$ cat src/rtl/bytes_to_word_pkg.sv
// Shared constants and helpers for the byte-to-word packer.
package bytes_to_word_pkg;

    localparam int BYTE_W = 8;

    // Returns the byte-counter value whose accept writes the given output lane.
    // Little-endian writes lane k on count k. Big-endian fills from the top lane down.
    function automatic int lane_slot(input int lane, input int word_bytes, input bit big_endian);
        return big_endian ? (word_bytes - 1 - lane) : lane;
    endfunction

endpackage

$ cat src/rtl/bytes_to_word.sv
// Byte-stream to word-stream packer. Collects WORD_BYTES accepted bytes
// into a staging register and emits them as one registered word on a
// valid/ready output. Non-final bytes never stall. Only the completing
// byte waits for the previous word to drain.
module bytes_to_word
    import bytes_to_word_pkg::*;
#(
    parameter int WORD_BYTES = 4,
    parameter bit BIG_ENDIAN = 1'b0
) (
    input  logic                    clk,
    input  logic                    rst,
    input  logic                    byte_valid,
    output logic                    byte_ready,
    input  logic [7:0]              byte_data,
    output logic                    word_valid,
    input  logic                    word_ready,
    output logic [8*WORD_BYTES-1:0] word_data
);

    localparam int WORD_BITS = BYTE_W * WORD_BYTES;
    localparam int CNT_W     = $clog2(WORD_BYTES);
    localparam logic [CNT_W-1:0] LAST = CNT_W'(WORD_BYTES - 1);

    logic [CNT_W-1:0]     cnt_q, cnt_d;
    logic [WORD_BITS-1:0] stage_q, stage_d;
    logic [WORD_BITS-1:0] word_data_q, word_data_d;
    logic                 word_valid_q, word_valid_d;

    logic byte_fire;
    logic word_fire;
    logic completing;

    // Handshake decode. The final byte of a word may only enter when the
    // output slot is empty or is being emptied on this same edge.
    always_comb begin
        byte_ready = (cnt_q != LAST) || !word_valid_q || word_ready;
        byte_fire  = byte_valid && byte_ready;
        word_fire  = word_valid_q && word_ready;
        completing = byte_fire && (cnt_q == LAST);
    end

    // Each lane takes the incoming byte when the counter points at it.
    // Other lanes keep whatever they hold. Stale data is harmless because
    // every lane is rewritten before the word is emitted.
    for (genvar gi = 0; gi < WORD_BYTES; gi++) begin : g_lane
        localparam logic [CNT_W-1:0] SLOT = CNT_W'(lane_slot(gi, WORD_BYTES, BIG_ENDIAN));
        assign stage_d[gi*BYTE_W +: BYTE_W] =
            (byte_fire && (cnt_q == SLOT)) ? byte_data : stage_q[gi*BYTE_W +: BYTE_W];
    end

    // Counter advance, word capture and output-valid bookkeeping.
    always_comb begin
        cnt_d        = cnt_q;
        word_data_d  = word_data_q;
        word_valid_d = word_valid_q;

        if (byte_fire) begin
            cnt_d = (cnt_q == LAST) ? '0 : cnt_q + CNT_W'(1);
        end

        if (completing) begin
            // The new word replaces a draining one on the same edge: no bubble.
            word_data_d  = stage_d;
            word_valid_d = 1'b1;
        end else if (word_fire) begin
            word_valid_d = 1'b0;
        end
    end

    // State registers. Reset discards any partially assembled word.
    always_ff @(posedge clk or posedge rst) begin
        if (rst) begin
            cnt_q        <= '0;
            stage_q      <= '0;
            word_data_q  <= '0;
            word_valid_q <= 1'b0;
        end else begin
            cnt_q        <= cnt_d;
            stage_q      <= stage_d;
            word_data_q  <= word_data_d;
            word_valid_q <= word_valid_d;
        end
    end

    assign word_valid = word_valid_q;
    assign word_data  = word_data_q;

endmodule

$ cat config.mk
export PLATFORM = sky130hd
export DESIGN_NAME = bytes_to_word
export DESIGN_NICKNAME = d
export VERILOG_FILES = /design/src/rtl/bytes_to_word_pkg.sv /design/src/rtl/bytes_to_word.sv
export SDC_FILE = /design/constraint.sdc
export NUM_CORES = 1
export LEC_CHECK = 0
export BUFFER_PORTS_ARGS = -buffer_cell sky130_fd_sc_hd__buf_2
export CAP_MARGIN = 20
export CORE_MARGIN = 4
export CORE_UTILIZATION = 40
export CTS_CLUSTER_SIZE = 10
export DETAILED_ROUTE_END_ITERATION = 16
export GPL_TIMING_DRIVEN = 0
export PLACE_DENSITY_LB_ADDON = 0.3
export RECOVER_POWER = 100
export SKIP_LAST_GASP = 1
export SYNTH_ARGS = -nofsm -noshare
export SYNTH_HDL_FRONTEND = slang
export SYNTH_SLANG_ARGS = --single-unit
$ cat constraint.sdc
create_clock -name clk -period 4.15 [get_ports clk]
set_clock_uncertainty 0.2 [all_clocks]
set_input_delay 0.415 -clock clk [delete_from_list [all_inputs] [get_ports clk]]
set_output_delay 0.415 -clock clk [all_outputs]
set_load 0.1 [all_outputs]
==> out/qor.csv <==
stage;metric;value;unit
floorplanning;die width;91.03;um
clock_network;H-tree depth;3;
floorplanning;# rows;29;
drt;total wire length;5044;um
run_status;status;finished, final reports clean;
sta;setup violators final;0;
cells_and_area;most common cell after layout, fill and taps aside;dfrtp_1;
drt;DRC;0;
flow_run;maxcap violations;0;
global_routing;initial antenna violation count;0;
setup_path;Buf+Inv Stages, Crit Path;1;
setup_path;worst-path cell chain;ha_1, nand3b_1, clkbuf_1;
floorplanning;Die Y-Extent;91.03;um
yosys;top area cells in the synthesized netlist;dfrtp_1, mux2_2, mux2_4;
global_routing;vias in the first global route;1630;
floorplanning;Die Area;8286;um^2
clock_network;Worst-Skew Late Latency;0.33;ns
drt;Via Count;1494;
yosys;Mapped Cells;169;
global_routing;GRT overflow;0;
sta;Fin. Hold Viols;0;
setup_path;worst r2r dst;stage_q[8]$_DFF_PP0_;
sta;RSZ-0062 raised after global routing;false;
sta;Max-Slew Margin vs Limit;21.58;%
sta;achievable clock frequency;0.3641;GHz
drt;TritonRoute pass-1 iters;3;
sta;worst slew pin tran;1.181;ns
place;Port Buffers;45;
floorplanning;I/O Pins;46;
clock_network;Clock transition at path regs;0.07;ns
setup_path;CP Class;reg -> out;
floorplanning;initial core utilization;42.22;%
sta;max-slew violations;0;
drt;routed len/inst;16.32;um
yosys;Syn Std Cell Area;2758;um^2
setup_path;Crit Path Max Fanout;7;
yosys;synthesized area per cell;16.32;um^2
global_routing;largest net degree at the start of global routing;39;
setup_path;Worst setup endpoint;byte_ready;
setup_path;Req. time, crit path;3.53;ns
sta;post-route clock period utilization;66.18;%
setup_path;startpoint types;register;
drt;antenna viol nets, final;0;
clock_network;Setup Fix Bufs, Post-CTS;0;
cells_and_area;area added between synthesis and finish;12.61;%
yosys;post-synth top area share;53.54;%
yosys;Syn Nets;185;
cells_and_area;layout cells sized above 1;38.36;%
setup_path;Crit path max-delay family;buffers and inverters;
clock_network;CTS Buffer Depth;2;
setup_path;Critical Path Stages;3;
setup_path;RR Startpoint;cnt_q[1]$_DFFE_PP0P_;
setup_path;CP endpoint kind;primary output;
yosys;area leader, netlist;dfrtp_1;
setup_path;CP peak stage delay;0.89;ns
place;Final GP Congestion;0.7059;
cells_and_area;leading cell types in the layout, fill and taps excluded;dfrtp_1, mux2_2, clkbuf_1, mux2_1, buf_2;
sta;fin crit period;2.746;ns
clock_network;clock root cell;clkbuf_8;
place;post-DP HPWL;3496;um
cells_and_area;Nets;243;
yosys;Synth Register Bits;59;
cells_and_area;# fillers;615;
clock_network;CTS tree;built;
sta;TNS Setup;0;ns
floorplanning;core footprint;6531;um^2
setup_path;slowest stage cell, crit path;clkbuf_1;
setup_path;r2r setup slk;1.71;ns
yosys;Synth Warn #;0;
global_routing;first-pass GRT wire length;8535;um
clock_network;# clock sinks;59;
setup_path;Worst EP arrival;2.13;ns
yosys;sequential fraction of the synthesis area;53.54;%
global_routing;Tot GR Track Use;13.25;%
worst_hold_path;worst min path class;in -> reg;
drt;vias per cell;4.835;
setup_path;Setup crit start;cnt_q[0]$_DFFE_PP0P_;
clock_network;CTS Buf Count;9;
cells_and_area;antenna cells;0;
drt;DRT iter0 DRCs;41;
setup_path;reg2reg path depth;6;
yosys;Synth cell types;17;
## metrics by stage
stage                     util [%]  hold WS, ns  area (um^2)  setup slack [ns]  std cells
after global routing         47.55       0.1692         3105             1.328        309
after global placement       47.15       0.2850         3079             1.284        291
final                        47.55       0.1639         3105             1.404        309
after detailed placement     47.45       0.2683         3099             2.253        292
after floorplan                  -       0.2766         2758             1.621        169
after CTS                    51.07       0.1595         3336             1.897        309
## final cells by class
class                      count  area (um^2)  area share (%)
buffer                        10        38.79           1.249
clock buffer                  11        151.4           4.875
clock inverter                 5        75.07           2.417
inverter                       4        15.01          0.4835
multi-input combinational     96         1040           33.48
sequential                    59         1476           47.54
tap                           77        96.34           3.102
timing repair buffer          47        212.7           6.849
## sequential cells by signal, summed over array words and instances, names as in the netlist
signal      flops
word_valid      1
stage_q        24
word_data      32
cnt_q           2
## tightest hold or removal path: cells and delay by family
family                 cells  cell delay, ns
buffers and inverters      1            0.08
AND/OR/NAND/NOR            2            0.16
## worst min-delay path by stage
| stage | startpoint | end | slack (ns) | cells after the start |
|---|---|---|---|---|
| floorplan | stage_q[0]$_DFF_PP0_ | stage_q[0]$_DFF_PP0_ | 0.28 | 1 |
| global placement | stage_q[4]$_DFF_PP0_ | stage_q[4]$_DFF_PP0_ | 0.29 | 1 |
| detailed placement | rst | word_data[30]$_DFFE_PP0P_ | 0.27 | 2 |
| CTS | word_ready | word_valid$_DFFE_PP0P_ | 0.16 | 3 |
| global route | byte_valid | cnt_q[0]$_DFFE_PP0P_ | 0.17 | 2 |
| finish | word_ready | word_valid$_DFFE_PP0P_ | 0.16 | 3 |
## logic make-up (layout without fill, tap and decap cells)
logic type               count (synthesis)  count (layout)  share of synthesized area, %
multiplexers                            80              80                         36.34
flip-flops                              59              59                         53.54
buffers and inverters                   14              77                         4.355
AND/OR/NAND/NOR                          8               8                         3.040
adder cells (fa/ha/maj)                  4               4                         1.815
AO/OA/AOI/OAI                            4               4                        0.9077
## per-layer routing
layer / track usage [%] / share of wire (%)
met1: 18.19 / 49
met2: 19.31 / 45
met3: 5.207 / 4.7
met4: 4.146 / 1.3
met5: 0 / 0
## cell usage after synthesis (all sizes together)
| cell type | instances |
|---|---|
| inv | 4 |
| buf | 10 |
| ha | 4 |
| and3 | 3 |
| a21oi | 2 |
| a31oi | 1 |
| a31o | 1 |
| nand2 | 2 |
| dfrtp | 59 |
| mux2 | 80 |
| nor2b | 1 |
| nand2b | 1 |
| nand3b | 1 |
## repair_timing
item,in CTS,in global routing
hold buffers,1,0
hold endpoints to repair,21,0
resized for setup,0,0
Power is left out: the tool's default activity adds up to more than one toggle a clock period on the data nets, which glitch-free logic cannot reach.
